--- config.mk ---
export PLATFORM = sky130hd
export DESIGN_NAME = dbus_agent_flat
export DESIGN_NICKNAME = d
export VERILOG_FILES = /design/src/rtl/dbus_agent_pkg.sv /design/src/rtl/dbus_agent_if.sv /design/src/rtl/dbus_agent_align.sv /design/src/rtl/dbus_agent.sv /design/src/flat_wrapper.sv
export SDC_FILE = /design/constraint.sdc
export NUM_CORES = 1
export LEC_CHECK = 0
export ABC_CLOCK_PERIOD_IN_PS = 7800
export CAP_MARGIN = 40
export CORE_MARGIN = 2
export CORE_UTILIZATION = 30
export CTS_CLUSTER_DIAMETER = 30
export DETAILED_ROUTE_END_ITERATION = 16
export PLACE_DENSITY_LB_ADDON = 0.08
export SLEW_MARGIN = 20
export SYNTH_ARGS = -nofsm -noshare
export SYNTH_HDL_FRONTEND = slang
export SYNTH_SLANG_ARGS = --single-unit
--- constraint.sdc ---
create_clock -name clk -period 7.8 [get_ports clk]
set_input_delay 1.56 -clock clk [delete_from_list [all_inputs] [get_ports clk]]
set_output_delay 1.56 -clock clk [all_outputs]
set_load 0.01 [all_outputs]
--- src/rtl/dbus_agent_pkg.sv ---
// Shared types and helpers for the data-bus agent: access sizes, FSM states,
// dbus request/response structs and lane-mask helpers.
package dbus_agent_pkg;

    localparam int DBUS_ADDR_W = 64;
    localparam int DBUS_DATA_W = 64;

    typedef logic [7:0] u8;

    typedef enum logic [1:0] {
        MSIZE_B = 2'd0,
        MSIZE_H = 2'd1,
        MSIZE_W = 2'd2,
        MSIZE_D = 2'd3
    } msize_t;

    typedef enum logic [1:0] {
        IDLE = 2'd0,
        REQ  = 2'd1,
        DROP = 2'd2,
        DONE = 2'd3
    } dbus_state_t;

    typedef struct packed {
        logic        valid;
        logic [63:0] addr;
        msize_t      size;
        logic [7:0]  strobe;
        logic [63:0] data;
    } dbus_req_t;

    typedef struct packed {
        logic        addr_ok;
        logic        data_ok;
        logic [63:0] data;
    } dbus_resp_t;

    // Byte-lane mask of an access of the given size, before lane shifting.
    function automatic u8 size_mask(msize_t s);
        case (s)
            MSIZE_B: return 8'h01;
            MSIZE_H: return 8'h03;
            MSIZE_W: return 8'h0F;
            default: return 8'hFF;
        endcase
    endfunction

    // Low address bits that must be zero for a naturally aligned access.
    function automatic logic [2:0] align_mask(msize_t s);
        case (s)
            MSIZE_B: return 3'b000;
            MSIZE_H: return 3'b001;
            MSIZE_W: return 3'b011;
            default: return 3'b111;
        endcase
    endfunction

endpackage

--- src/rtl/dbus_agent_if.sv ---
// Core-side data bus: request driven by the agent (master), response
// returned by the memory system (slave).
interface dbus_agent_if;
    import dbus_agent_pkg::*;

    dbus_req_t  dreq;
    dbus_resp_t dresp;

    modport master (output dreq, input dresp);
    modport slave  (input dreq, output dresp);

endinterface

--- src/rtl/dbus_agent_align.sv ---
// dbus_align: combinational byte-lane steering. Store side shifts data and
// strobe into the addressed lanes; load side shifts the bus word down and
// sign- or zero-extends it to 64 bits.
module dbus_align
    import dbus_agent_pkg::*;
(
    input  msize_t      st_size_i,
    input  logic [2:0]  st_off_i,
    input  logic [63:0] wdata_i,
    output logic [7:0]  st_strobe_o,
    output logic [63:0] st_data_o,
    input  msize_t      ld_size_i,
    input  logic [2:0]  ld_off_i,
    input  logic        ld_unsigned_i,
    input  logic [63:0] bus_rdata_i,
    output logic [63:0] ld_data_o
);

    logic [63:0] raw;

    assign st_strobe_o = size_mask(st_size_i) << st_off_i;
    assign st_data_o   = wdata_i << {st_off_i, 3'b000};
    assign raw         = bus_rdata_i >> {ld_off_i, 3'b000};

    // Truncate the shifted bus word to the access size and extend it.
    always_comb begin
        ld_data_o = raw;
        case (ld_size_i)
            MSIZE_B: ld_data_o = ld_unsigned_i ? {56'h0, raw[7:0]}
                                               : {{56{raw[7]}}, raw[7:0]};
            MSIZE_H: ld_data_o = ld_unsigned_i ? {48'h0, raw[15:0]}
                                               : {{48{raw[15]}}, raw[15:0]};
            MSIZE_W: ld_data_o = ld_unsigned_i ? {32'h0, raw[31:0]}
                                               : {{32{raw[31]}}, raw[31:0]};
            default: ld_data_o = raw;
        endcase
    end

endmodule

--- src/rtl/dbus_agent.sv ---
// dbus_agent: memory-stage load/store unit. Issues one dbus transaction per
// memory instruction, holds the request stable until data_ok, stalls the
// pipeline meanwhile and drains an in-flight transaction after a flush.
// Optional feature macro: DBUS_ALIGN_CHECK_EN (reject misaligned accesses);
// when undefined, addresses are aligned down to the access size.
module dbus_agent
    import dbus_agent_pkg::*;
#(
    parameter int ADDR_W = DBUS_ADDR_W,
    parameter int DATA_W = DBUS_DATA_W
) (
    input  logic              clk,
    input  logic              reset,
    input  logic              acc_valid,
    input  logic              acc_store,
    input  logic [1:0]        acc_size,
    input  logic              acc_unsigned,
    input  logic [ADDR_W-1:0] acc_addr,
    input  logic [DATA_W-1:0] acc_wdata,
    input  logic              advance,
    input  logic              flush,
    output logic              stall,
    output logic [DATA_W-1:0] rdata,
    output logic              misaligned,
    dbus_agent_if.master      dbus
);

    dbus_state_t       state_q, state_d;
    dbus_req_t         req_q;
    logic              store_q;
    logic              uns_q;
    logic [DATA_W-1:0] rdata_q;
    logic              mis_q;

    msize_t            acc_sz;
    logic [2:0]        low_mask;
    logic              acc_mis;
    logic [ADDR_W-1:0] acc_addr_eff;
    logic              accept;
    logic              data_ok;
    logic [7:0]        st_strobe;
    logic [63:0]       st_data;
    logic [63:0]       ld_data;
    logic              unused_addr_ok;

    assign acc_sz         = msize_t'(acc_size);
    assign low_mask       = align_mask(acc_sz);
    assign data_ok        = dbus.dresp.data_ok;
    assign unused_addr_ok = dbus.dresp.addr_ok;
    assign accept         = (state_q == IDLE) && acc_valid && !flush;

`ifdef DBUS_ALIGN_CHECK_EN
    assign acc_mis      = |(acc_addr[2:0] & low_mask);
    assign acc_addr_eff = acc_addr;
`else
    assign acc_mis      = 1'b0;
    assign acc_addr_eff = {acc_addr[ADDR_W-1:3], acc_addr[2:0] & ~low_mask};
`endif

    dbus_align u_align (
        .st_size_i     (acc_sz),
        .st_off_i      (acc_addr_eff[2:0]),
        .wdata_i       (acc_wdata),
        .st_strobe_o   (st_strobe),
        .st_data_o     (st_data),
        .ld_size_i     (req_q.size),
        .ld_off_i      (req_q.addr[2:0]),
        .ld_unsigned_i (uns_q),
        .bus_rdata_i   (dbus.dresp.data),
        .ld_data_o     (ld_data)
    );

    // State register.
    always_ff @(posedge clk or posedge reset) begin
        if (reset) state_q <= IDLE;
        else       state_q <= state_d;
    end

    // Next-state logic; data_ok wins over flush so a response is never lost.
    always_comb begin
        state_d = state_q;
        case (state_q)
            IDLE: if (accept) state_d = acc_mis ? DONE : REQ;
            REQ: begin
                if (data_ok)    state_d = flush ? IDLE : DONE;
                else if (flush) state_d = DROP;
            end
            DROP: if (data_ok) state_d = IDLE;
            DONE: if (advance || flush) state_d = IDLE;
            default: state_d = IDLE;
        endcase
    end

    // Outputs: request is visible only while a transaction is outstanding.
    always_comb begin
        stall     = 1'b0;
        dbus.dreq = '0;
        case (state_q)
            IDLE: stall = acc_valid && !flush;
            REQ: begin
                stall     = 1'b1;
                dbus.dreq = req_q;
            end
            DROP: begin
                stall     = acc_valid;
                dbus.dreq = req_q;
            end
            default: stall = 1'b0;
        endcase
    end

    // Capture the aligned request when an access is accepted; held until the next accept.
    always_ff @(posedge clk) begin
        if (accept) begin
            req_q <= '{valid:  1'b1,
                       addr:   acc_addr_eff,
                       size:   acc_sz,
                       strobe: acc_store ? st_strobe : 8'h00,
                       data:   acc_store ? st_data : 64'h0};
            store_q <= acc_store;
            uns_q   <= acc_unsigned;
        end
    end

    // Result registers: load data or misalignment flag, held through DONE.
    always_ff @(posedge clk or posedge reset) begin
        if (reset) begin
            rdata_q <= '0;
            mis_q   <= 1'b0;
        end else if (accept && acc_mis) begin
            rdata_q <= '0;
            mis_q   <= 1'b1;
        end else if ((state_q == REQ) && data_ok && !flush) begin
            rdata_q <= store_q ? '0 : ld_data;
            mis_q   <= 1'b0;
        end else if ((state_q == DONE) && (advance || flush)) begin
            mis_q   <= 1'b0;
        end
    end

    assign rdata      = rdata_q;
    assign misaligned = mis_q;

endmodule
--- src/flat_wrapper.sv ---
// flat-port wrapper written by rule: the top's interface ports become plain ports
module dbus_agent_flat import dbus_agent_pkg::*;
#(
    parameter int ADDR_W = DBUS_ADDR_W,
    parameter int DATA_W = DBUS_DATA_W
)
  (clk, reset, acc_valid, acc_store, acc_size, acc_unsigned, acc_addr, acc_wdata, advance, flush, stall, rdata, misaligned, dbus_dreq, dbus_dresp);
  dbus_agent_if dbus_i ();
  input  logic clk;
  input  logic reset;
  input  logic acc_valid;
  input  logic acc_store;
  input  logic [1:0] acc_size;
  input  logic acc_unsigned;
  input  logic [ADDR_W-1:0] acc_addr;
  input  logic [DATA_W-1:0] acc_wdata;
  input  logic advance;
  input  logic flush;
  output logic stall;
  output logic [DATA_W-1:0] rdata;
  output logic misaligned;
  output wire logic [$bits(dbus_i.dreq)-1:0] dbus_dreq;
  input wire logic [$bits(dbus_i.dresp)-1:0] dbus_dresp;
  assign dbus_dreq = dbus_i.dreq;
  assign dbus_i.dresp = dbus_dresp;
  dbus_agent #(.ADDR_W(ADDR_W), .DATA_W(DATA_W)) u_core (.clk(clk), .reset(reset), .acc_valid(acc_valid), .acc_store(acc_store), .acc_size(acc_size), .acc_unsigned(acc_unsigned), .acc_addr(acc_addr), .acc_wdata(acc_wdata), .advance(advance), .flush(flush), .stall(stall), .rdata(rdata), .misaligned(misaligned), .dbus(dbus_i));
endmodule
## Word-level counts from Yosys, hierarchy flattened

Cells that the tools add are included.

| operators by class | value |
|---|---|
| equality and inequality tests | 11 |
| shift operators | 3 |
| muxes and demuxes | 18 |
| bitwise logic cells | 2 |
| reductions and logical operators | 14 |

Operators with widths:

| kind | count |
|---|---|
| $mux W64 | 4 |
| $pmux W64 S3 | 1 |
| $mux W139 | 1 |
| $shl A64 B6 Y64 | 1 |
| $shr A64 B6 Y64 | 1 |
| $pmux W8 S3 | 1 |
| $mux W2 | 6 |
| $pmux W3 S3 | 1 |
| $eq A2 B2 Y1 const B | 4 |
| $pmux W2 S4 | 1 |
| $shl A8 B3 Y8 | 1 |
| $eq A2 B1 Y1 const B | 3 |
| $logic_and A1 B1 Y1 | 6 |
| $logic_not A2 Y1 | 3 |
| $ne A2 B1 Y1 const B | 2 |
| $reduce_and A4 Y1 | 1 |
| $and A3 B3 Y3 | 1 |
| $ne A3 B3 Y1 const B | 1 |
| $not A3 Y3 | 1 |
| $pmux W1 S3 | 1 |
| $mux W1 | 2 |
| $ne A2 B2 Y1 const B | 1 |
| $reduce_bool A2 Y1 | 1 |
| $reduce_or A2 Y1 | 1 |
| other kinds (2) | 2 |

| storage, ports and cells | value |
|---|---|
| register bits after elaboration | 207 |
| output and inout port bits | 205 |
| logic and storage cells | 57 |

## Logic depth before layout (Yosys ltp)

Gate-level depths: netlist (run 1).

| logic depth | value |
|---|---|
| word-level depth | 5 |
| depth in mapped cells | 9 |
| depth with buffers taken out | 7 |

## By module

From an unflattened synthesis (run 1), not the netlist that was laid out.

| unflattened totals | value |
|---|---|
| cells, all modules | 1,189 |
| area, all modules | 12,759.7 µm² |

By module, submodules not included:

| module | instances | cells each | area each (µm²) | seq. area each (µm²) |
|---|---|---|---|---|
| dbus_agent | 1 | 682 | 8,694.6 | 5,855.6 |
| dbus_align | 1 | 507 | 4,065.1 | 0.0 |

## Worst setup path before layout (run 1)

Ideal clock, no wire load.

| timing | value |
|---|---|
| path kind | input -> output |
| from | in flush |
| to | out stall |
| arrival | 5.301 ns |
| required time | 6.240 ns |
| path slack | 0.939 ns |
| cell stages on the path | 4 |
| buffers on the path | 0 |
| path through | inv_1 and3_1 a211oi_1 nor2_1 |

| on the way | value |
|---|---|
| cells in the longest elaborated chain, start to end | 3 |

Ends and longest elaborated chain:

| item | line | text |
|---|---|---|
| from (decl) | flat_wrapper.sv:18 | `input logic flush;` |
| $logic_not A1 Y1 | dbus_agent.sv:99 | `IDLE: stall = acc_valid && !flush;` |
| $logic_and A1 B1 Y1 | dbus_agent.sv:99 |  |
| $pmux W1 S3 | dbus_agent.sv:98 | `case (state_q)` |
| to (decl) | flat_wrapper.sv:19 | `output logic stall;` |

No other way between the ends.

## Worst setup path after layout (run 1)

Same ends and word-level chain as after synthesis.

==> impl_metrics.csv, run 1 <==
group,metric,value,unit
floorplanning,initial_utilization,0.3053,
synth,yosys.area_share.simple,0.1690,
final_layout,final_nets,1669,
sta,finClkSkew,0.02011,ns
routing,firstDrtPassIters,5,
synth,synth_xor_area_frac,0,
floorplanning,core_area,0.03767,mm^2
sta,rsz0062_at_grt,"false",
routing,ant_nets,0,
routing,wl_per_cell,21.52,um
clock_network,clk_pin_slew,0.04,ns
synth,netlist_top_cells_area,"edfxtp_1 37%, dfrtp_1 14%, and2_1 8.9%, mux2i_1 7.1%, mux4_2 6.3%",
sta,finalSetupViolations,0,
sta,slew_headroom,0.4145,
synth,synth_fa_ha_area_frac,0.005440,
clock_network,postCtsHoldBufs,0,
synth,ys_seq_elements,206,
final_layout,area_growth,61.15,%
synth,yosys.area.top_type,"edfxtp_1",
synth,syn_inst,1055,
pwr,power_density,365.9,mW/mm^2
synth,yosysWarnings,0,
pwr,ir_worst_vdd,0.1512,mV
clock_network,clock-root-buffer,"clkbuf_16",
routing,dr_total_vias,10100,
sta,finalMaxSlewViolations,0,
critical_path,cpLargestDelayFamily,"buffers and inverters",
global_routing,grt_max_degree,96,
synth,seq_area_frac_synth,0.5092,
synth,synth_top_area_share,0.3656,
critical_path,cp_cell_sequence,"clkdlybuf4s50_1 -> inv_1 -> and3_4 -> a211oi_1 -> nor2_1 -> clkdlybuf4s50_1",
floorplanning,ios,408,
global_routing,grt_usage,0.2147,
final_layout,layout_common_cells,"405 x clkdlybuf4s50_1, 163 x and2_1, 140 x edfxtp_1",
floorplanning,die_area,0.03991,mm^2
sta,timing_hold_violations_final,0,
clock_network,cts.path.max_buffers,3,
critical_path,slowest_delay,0.60,ns
hold_path,hold_class,"reg -> reg",
clock_network,postCtsSetupBuffers,0,
status,status,"finished clean",
place,io_buffer_count,405,
final_layout,final_layout_size_suffix_gt1_frac,0.1248,
global_routing,grt_pass1_wl,63230,um
critical_path,crit_type,"in -> out",
sta,max_freq,196.9,MHz
synth,synth_compound_area_frac,0.1355,
clock_network,tritoncts,"built",
critical_path,cp_slowest_cell,"and3_4",
synth,synthDistinctLibCells,44,
synth,synthFlopType,"edfxtp_1",
place,place.gp.congestion,0.8972,
synth,synth.avg_cell_area,10.90,um^2
sta,tightest_slew,0.8764,ns
place,hpwl,31160,um
sta,setup_tns,0,ns
critical_path,arrival,3.52,ns
clock_network,htree_levels,3,
critical_path,cp-end-kind,"output port",
sta,period_needed,5.079,ns
synth,synth-edff-count,140,
critical_path,worstPathRequired,6.24,ns
clock_network,clock-sinks,206,
routing,avgViaCountPerCell,4.985,
pwr,power,6.780,mW
critical_path,cp_num_buf_inv,3,
clock_network,cts_resized,0,
global_routing,grt_pass1_vias,10460,
synth,synth_nets,1263,
final_layout,layout_commonest_cell,"clkdlybuf4s50_1",
pwr,power.leakage,7.201,nW
global_routing,antenna_found_initial,6,
critical_path,critical_path.startpoint_type,"input pin",
global_routing,gr-total-overflow,0,
synth,async_flop_share,0.3204,
synth,synth_top_family_by_area,"simple AND/OR/NAND/NOR gates",
clock_network,clock_latency,0.57,ns
critical_path,crit_fanout,43,
floorplanning,num_rows,71,
floorplanning,die_x,199.8,um
routing,drc,0,
synth,muxShareOfSynthArea,0.1429,
floorplanning,die_h,199.8,um
routing,first_iter_violations,574,
critical_path,crit_top_cell,"clkdlybuf4s50_1",
clock_network,cts-buffers-inserted,67,
routing,wl,43610,um
job,maxCapViolCount,0,
sta,fin_crit_sh,0.6512,
synth,synth_area,0.01150,mm^2
## worst reg2reg max path, stage by stage (launching register included)
cell and delay, ns:
edfxtp_1 0.31, buf_4 0.57, nor2b_1 0.79, a2bb2oi_1 0.18, and4_1 0.31, and4bb_4 0.72, o21ai_0 0.20
## metrics by stage
| step | utilization | area [um^2] | setup WS, ns | instances | hold WS, ns |
|---|---|---|---|---|---|
| 2_1_floorplan | - | 11500 | 0.9392 | 1055 | 0.5162 |
| 3_3_place_gp | 0.4232 | 15940 | 2.709 | 1895 | 0.4639 |
| 3_5_place_dp | 0.4252 | 16020 | 2.698 | 1899 | 0.4698 |
| 4_1_cts | 0.4903 | 18470 | 2.680 | 2021 | 0.4784 |
| 5_1_grt | 0.4920 | 18530 | 2.603 | 2026 | 0.4940 |
| 6_report | 0.4920 | 18530 | 2.721 | 2026 | 0.4725 |
## worst paths after layout
path | end | startpoint | slack (ns) | cells past startpoint
worst max-delay path | stall | flush | 2.72 | 6
worst min-delay path | u_core.rdata[63]$_DFFE_PP0P_ | u_core.rdata[63]$_DFFE_PP0P_ | 0.47 | 2
worst max register to register | u_core.rdata[35]$_DFFE_PP0P_ | u_core.req_q[75]$_DFFE_PP_ | 4.59 | 6
worst min register to register | u_core.rdata[63]$_DFFE_PP0P_ | u_core.rdata[63]$_DFFE_PP0P_ | 0.47 | 2
max in group asynchronous | u_core.rdata[7]$_DFFE_PP0P_ | reset | 5.87 | 4
min in group asynchronous | u_core.rdata[21]$_DFFE_PP0P_ | reset | 1.35 | 3
## report_power, final
| part | switching (mW) | total, mW | internal, mW |
|---|---|---|---|
| Sequential | 0.105 | 1.52 | 1.42 |
| Combinational | 1.11 | 2.35 | 1.24 |
| Clock | 0.807 | 2.91 | 2.10 |
## synthesized netlist by cell type (2+ instances only)
| cell | count |
|---|---|
| o211ai_1 | 16 |
| a211oi_1 | 24 |
| mux4_2 | 32 |
| ha_1 | 5 |
| o21ai_0 | 83 |
| buf_4 | 3 |
| o2bb2ai_1 | 5 |
| or2_2 | 4 |
| clkbuf_1 | 55 |
| nor2_1 | 48 |
| and3_1 | 3 |
| mux2i_1 | 82 |
| nor3_1 | 3 |
| nand2_1 | 125 |
| buf_2 | 17 |
| a21oi_1 | 39 |
| dfrtp_1 | 66 |
| o22a_1 | 9 |
| a2bb2oi_1 | 7 |
| mux2_2 | 9 |
| nand2b_1 | 6 |
| a32o_1 | 8 |
| o31ai_1 | 2 |
| edfxtp_1 | 140 |
| a22o_1 | 16 |
| inv_1 | 16 |
| o22ai_1 | 10 |
| nor2b_1 | 11 |
| and2_1 | 163 |
| o31ai_2 | 8 |
| nand3_1 | 12 |
| a31oi_1 | 4 |
| buf_1 | 13 |
## layout make-up
class | count | area [um^2]
antenna | 1 | 2.502
fill | 3592 | 19130
clock buffer | 81 | 1799
clock inverter | 41 | 651.9
tap | 511 | 639.4
timing repair buffer | 426 | 4288
multi-input combinational | 744 | 5235
inverter | 16 | 60.06
sequential | 206 | 5856
## registers in the layout, indices dropped and copies added (netlist names)
name,flops
u_core.store_q,1
u_core.uns_q,1
u_core.state_q,2
u_core.req_q,138
u_core.rdata,64
## per-layer routing
metal	vias up	share of wire	global-route usage	wire (um)
met3	84	0.080	0.06972	3503
met4	8	0.034	0.09822	1473
met5	-	0.0011	0	50
met2	363	0.52	0.3841	22460
met1	4966	0.37	0.2300	16120
li1	4679	-	-	-
## kinds of logic (layout without fill, tap and decap cells)
logic type      count (synthesis)  after routing
other cells                     1              2
compound gates                236            236
simple gates                  379            379
mux                           123            123
buf+inv                       105            564
fa+ha+maj                       5              5
flops                         206            206
(Power assumes the default switching activity.)
==> run 2, diff against run 1 <==
Settings changed: ABC_CLOCK_PERIOD_IN_PS 7800 to 4250.
Clock period 7.8 ns to 4.25 ns, I/O delays scaled along.
==> run 2 against run 1 <==
Compared with the run above: critical endpoint is now dbus_dreq[63]; clock power grew 63%; routed wire length shrank 1.2%; sequential share of layout area grew 0.52 points; highest routed layer unchanged; sequential power grew 84%; clock skew shrank 0.0021 ns; non-clock buffer count grew 4; register-to-register slack lost 3.1 ns; worst setup slack lost 2.2 ns; sequential cell count is the same; critical path type is now reg -> out; combinational power grew 83%.
==> impl_metrics.csv, run 2 (synthesis results as in run 1) <==
group,metric,value,unit
status,status,"finished clean",
floorplanning,ios,408,
sta,finalMaxSlewViolations,0,
critical_path,arrival,2.83,ns
sta,finalSetupViolations,0,
global_routing,grt_pass1_wl,63050,um
critical_path,r2r-end,"u_core.rdata[26]$_DFFE_PP0P_",
critical_path,worst-path-stages,5,
routing,wl_per_cell,21.29,um
sta,timing_hold_violations_final,0,
pwr,switching_power,3.564,mW
pwr,power.leakage,7.051,nW
routing,firstDrtPassIters,4,
sta,setup_ws,0.5666,ns
critical_path,critPathLaunch,"u_core.state_q[0]$_DFFE_PP0P_",
final_layout,layout_commonest_cell,"clkdlybuf4s50_1",
sta,fin_crit_sh,0.8667,
clock_network,htree_levels,2,
floorplanning,die_x,199.8,um
floorplanning,die_h,199.8,um
critical_path,r2r.worst_path.cells,5,
sta,setup_tns,0,ns
critical_path,worstPathRequired,3.40,ns
clock_network,clock-root-buffer,"clkbuf_16",
pwr,seqPwrFrac,0.237,
clock_network,postCtsHoldBufs,0,
pwr,ir_worst_vdd,0.3414,mV
critical_path,crit_type,"reg -> out",
pwr,combinationalPowerShare,0.363,
critical_path,cp-end-kind,"output port",
sta,period_needed,3.683,ns
sta,rsz0062_at_grt,"false",
clock_network,cts.path.max_buffers,3,
global_routing,grt_pass1_vias,10260,
critical_path,crit_fanout,57,
clock_network,clk_pin_slew,0.04,ns
floorplanning,die_area,0.03991,mm^2
global_routing,gr-total-overflow,0,
global_routing,antenna_found_initial,6,
critical_path,critical_path.startpoint_type,"flip-flop",
clock_network,tritoncts,"built",
final_layout,multi_input_area,0.005233,mm^2
final_layout,nFillCells,3566,
routing,first_iter_violations,558,
floorplanning,initial_utilization,0.3053,
sta,finClkSkew,0.01799,ns
place,place_area,0.01606,mm^2
final_layout,regMostFlops,"u_core.req_q",
pwr,internal_power,8.260,mW
clock_network,postCtsSetupBuffers,0,
global_routing,grt_usage,0.2141,
pwr,p_clk_frac,0.401,
hold_path,hold_class,"reg -> reg",
final_layout,final_util,0.4840,
final_layout,final_nets,1666,
place,place.gp.congestion,0.8966,
final_layout,area_growth,58.52,%
critical_path,reg2reg_slack,1.48,ns
clock_network,cts_resized,0,
place,hpwl,31520,um
critical_path,cp_cell_sequence,"inv_1 -> ha_4 -> buf_4 -> and2_1 -> clkdlybuf4s50_1",
place,io_buffer_count,405,
sta,max_freq,271.5,MHz
routing,wl,43070,um
final_layout,layout_common_cells,"405 x clkdlybuf4s50_1, 163 x and2_1, 140 x edfxtp_1",
critical_path,cpLargestDelayFamily,"buffers and inverters",
routing,drc,0,
pwr,power_density,648.6,mW/mm^2
critical_path,endpoint,"dbus_dreq[63]",
pwr,power,11.82,mW
job,maxCapViolCount,0,
sta,tightest_slew,0.8450,ns
final_layout,fin_area,0.01823,mm^2
clock_network,cts-buffers-inserted,60,
critical_path,cp_num_buf_inv,3,
global_routing,grt_max_degree,141,
routing,ant_nets,0,
clock_network,clock-sinks,206,
routing,avgViaCountPerCell,4.940,
critical_path,cp_slowest_cell,"ha_4",
final_layout,largest_register_ff_count,138,
final_layout,regArea,0.005856,mm^2
place,dp_slack,0.5253,ns
sta,slew_headroom,0.4367,
critical_path,slowest_delay,0.61,ns
final_layout,final_layout_size_suffix_gt1_frac,0.1186,
pwr,switching_share,0.3014,
floorplanning,num_rows,71,
routing,dr_total_vias,9994,
floorplanning,core_area,0.03767,mm^2
critical_path,rr_startpoint,"u_core.req_q[76]$_DFFE_PP_",
clock_network,clock_latency,0.60,ns
[run 2: cell count changes in the layout (fill, tap and decap cells not counted), moves of 3 or more]
cell	change
clkbuf_16	-6
clkinvlp_4	+4
clkinv_2	+6
inv_6	-3
clkbuf_8	-6
buf_4	+7
clkinv_4	-4
clkinv_1	+4
clkinv_8	-3
[run 2: cell type report]
cell class              count  area share
inverters                  16    0.003294
well taps                 511     0.03507
repair buffers            430      0.2354
diodes                      3   0.0004118
clock inverters            43     0.03143
clock buffers              70     0.08614
multi-input cells         744      0.2870
flip-flops and latches    206      0.3212
[run 2: stage by stage]
stage	cells	hold slack (ns)
after floorplan	1055	0.5162
after global placement	1904	0.4647
after detailed placement	1906	0.4702
after CTS	2019	0.4800
after global routing	2022	0.4920
final	2023	0.4720
[run 2: worst min-delay path by stage]
stage / start / endpoint / cells after the start / slack [ns]
finish: u_core.rdata[5]$_DFFE_PP0P_ / u_core.rdata[5]$_DFFE_PP0P_ / 2 / 0.47
global route: u_core.rdata[38]$_DFFE_PP0P_ / u_core.rdata[38]$_DFFE_PP0P_ / 2 / 0.49
detailed placement: u_core.rdata[5]$_DFFE_PP0P_ / u_core.rdata[5]$_DFFE_PP0P_ / 2 / 0.47
floorplan: u_core.rdata[0]$_DFFE_PP0P_ / u_core.rdata[0]$_DFFE_PP0P_ / 2 / 0.52
CTS: u_core.rdata[5]$_DFFE_PP0P_ / u_core.rdata[5]$_DFFE_PP0P_ / 2 / 0.48
global placement: u_core.rdata[38]$_DFFE_PP0P_ / u_core.rdata[38]$_DFFE_PP0P_ / 2 / 0.46
[run 2: metal layers]
layer,share of wire,GRT usage,vias to the layer above
met5,0.0013,0,-
met4,0.023,0.06776,8
met3,0.089,0.08031,63
met2,0.52,0.3880,352
met1,0.37,0.2302,4897
li1,-,-,4674
[run 2: power by group through the flow]
stage | sequential [mW] | clock (mW) | combinational [mW]
floorplan | 2.91 | 0 | 1.70
global placement | 2.82 | 0 | 4.35
detailed placement | 2.83 | 0 | 4.35
CTS | 2.80 | 4.82 | 4.38
global route | 2.85 | 4.94 | 4.64
finish | 2.80 | 4.74 | 4.29
[run 2: worst min-delay path, delay by kind of cell, from the launching register on]
family | cells | cell delay, ns
AO/OA/AOI/OAI | 1 | 0.06
AND/OR/NAND/NOR | 1 | 0.04
flip-flops | 1 | 0.33
==> run 3, diff against run 2 <==
Settings changed: CORE_MARGIN 2 to unset.
==> run 3 against run 2 <==
Compared with the run above: sequential share of layout area up 0.47 points; worst setup slack worse by 0.061 ns; clock power down 13%; maximum frequency down 1.6%; largest cell class unchanged.
==> impl_metrics.csv, run 3 (synthesis results as in run 1) <==
group,metric,value,unit
sta,holdWs,0.4712,ns
critical_path,cp_slowest_cell,"ha_4",
sta,setup_ws,0.5060,ns
floorplanning,die_x,197.8,um
pwr,power,11.19,mW
floorplanning,die_area,0.03912,mm^2
place,place.gp.congestion,0.8472,
sta,finalMaxSlewViolations,0,
critical_path,worstPathRequired,3.40,ns
clock_network,cts.path.max_buffers,3,
floorplanning,core_area,0.03767,mm^2
global_routing,grt_pass1_vias,10230,
critical_path,slowest_delay,0.67,ns
global_routing,gr-total-overflow,0,
critical_path,cpLargestDelayFamily,"buffers and inverters",
place,dpl.cell_count,1905,
critical_path,cp_cell_sequence,"inv_1 -> ha_4 -> buf_4 -> and2_1 -> clkdlybuf4s50_1",
global_routing,antenna_found_initial,7,
status,status,"finished clean",
critical_path,arrival,2.89,ns
place,dp_slack,0.8840,ns
routing,drc,0,
clock_network,clock-sinks,206,
global_routing,grt_usage,0.2153,
job,maxCapViolCount,0,
routing,first_iter_violations,437,
sta,tightest_slew,0.8071,ns
critical_path,crit_type,"reg -> out",
clock_network,postCtsHoldBufs,0,
sta,period_needed,3.744,ns
sta,slew_headroom,0.4620,
global_routing,grt_max_degree,141,
final_layout,stdcell_count,2017,
sta,rsz0062_at_grt,"false",
sta,timing_hold_violations_final,0,
place,io_buffer_count,405,
hold_path,hold_class,"reg -> reg",
final_layout,final_nets,1663,
critical_path,crit_fanout,64,
final_layout,final_layout_size_suffix_gt1_frac,0.1211,
routing,dr_total_vias,10020,
routing,wl_per_cell,21.08,um
critical_path,cp-end-kind,"output port",
sta,finClkSkew,0.01896,ns
routing,firstDrtPassIters,5,
final_layout,area_growth,56.24,%
floorplanning,num_rows,71,
critical_path,cp_num_buf_inv,3,
sta,finalSetupViolations,0,
sta,fin_crit_sh,0.8809,
routing,wl,42510,um
routing,avgViaCountPerCell,4.968,
final_layout,fin_area,0.01797,mm^2
pwr,power.leakage,6.952,nW
pwr,power_density,623.0,mW/mm^2
final_layout,regMostFlops,"u_core.req_q",
final_layout,layout_common_cells,"405 x clkdlybuf4s50_1, 163 x and2_1, 140 x edfxtp_1",
floorplanning,die_h,197.8,um
clock_network,tritoncts,"built",
place,hpwl,31040,um
global_routing,grt_pass1_wl,62600,um
pwr,ir_worst_vdd,0.3432,mV
final_layout,largest_register_ff_count,138,
sta,setup_tns,0,ns
clock_network,clock_latency,0.58,ns
floorplanning,initial_utilization,0.3053,
clock_network,cts-buffers-inserted,57,
clock_network,clk_pin_slew,0.04,ns
clock_network,htree_levels,2,
place,place_area,0.01605,mm^2
clock_network,postCtsSetupBuffers,0,
sta,max_freq,267.1,MHz
critical_path,critical_path.startpoint_type,"flip-flop",
clock_network,clock-root-buffer,"clkbuf_16",
routing,ant_nets,0,
floorplanning,ios,408,
final_layout,layout_commonest_cell,"clkdlybuf4s50_1",
final_layout,final_util,0.4770,
clock_network,cts_resized,0,
[run 3: cell types whose count changed in the layout (fill, tap and decap cells not counted), moves of 2 or more]
cell | before | now
clkbuf_8 | 1 | 5
clkinv_2 | 9 | 13
inv_16 | 2 | 0
bufinv_16 | 13 | 2
clkinv_4 | 0 | 2
clkinv_1 | 13 | 0
clkinvlp_4 | 7 | 5
clkbuf_1 | 8 | 12
inv_4 | 0 | 5
[run 3: tightest hold or removal path: cells and delay by family, from the launching register on]
kind	cells	cell delay, ns
flops	1	0.33
compound gates	1	0.06
simple gates	1	0.04
[run 3: final cells by class]
type	instances	area, um^2
diodes	3	7.507
clock buffers	78	1640
clock inverters	29	250.2
fillers	3604	19700
inverters	16	60.06
multi-input cells	744	5233
flip-flops and latches	206	5856
well taps	511	639.4
repair buffers	430	4282
[run 3: final timing paths]
check / from / slack [ns] / end / depth (start not counted)
max: u_core.state_q[0]$_DFFE_PP0P_ / 0.51 / dbus_dreq[112] / 5
min: u_core.rdata[6]$_DFFE_PP0P_ / 0.47 / u_core.rdata[6]$_DFFE_PP0P_ / 2
max reg2reg: u_core.req_q[76]$_DFFE_PP_ / 1.49 / u_core.rdata[20]$_DFFE_PP0P_ / 5
min reg2reg: u_core.rdata[6]$_DFFE_PP0P_ / 0.47 / u_core.rdata[6]$_DFFE_PP0P_ / 2
max in group asynchronous: reset / 2.73 / u_core.rdata[2]$_DFFE_PP0P_ / 4
min in group asynchronous: reset / 0.62 / u_core.rdata[35]$_DFFE_PP0P_ / 2
[run 3: where the power goes]
part	internal (mW)	switching (mW)
Combinational	2.27	2.02
Clock	2.80	1.30
Sequential	2.60	0.205
[run 3: routing by layer]
layer | up-vias | wire length (um) | global-route usage
met2 | 363 | 21920 | 0.3854
met4 | 8 | 1541 | 0.1025
li1 | 4661 | - | -
met3 | 92 | 3417 | 0.06796
met1 | 4897 | 15580 | 0.2286
met5 | - | 55 | 0
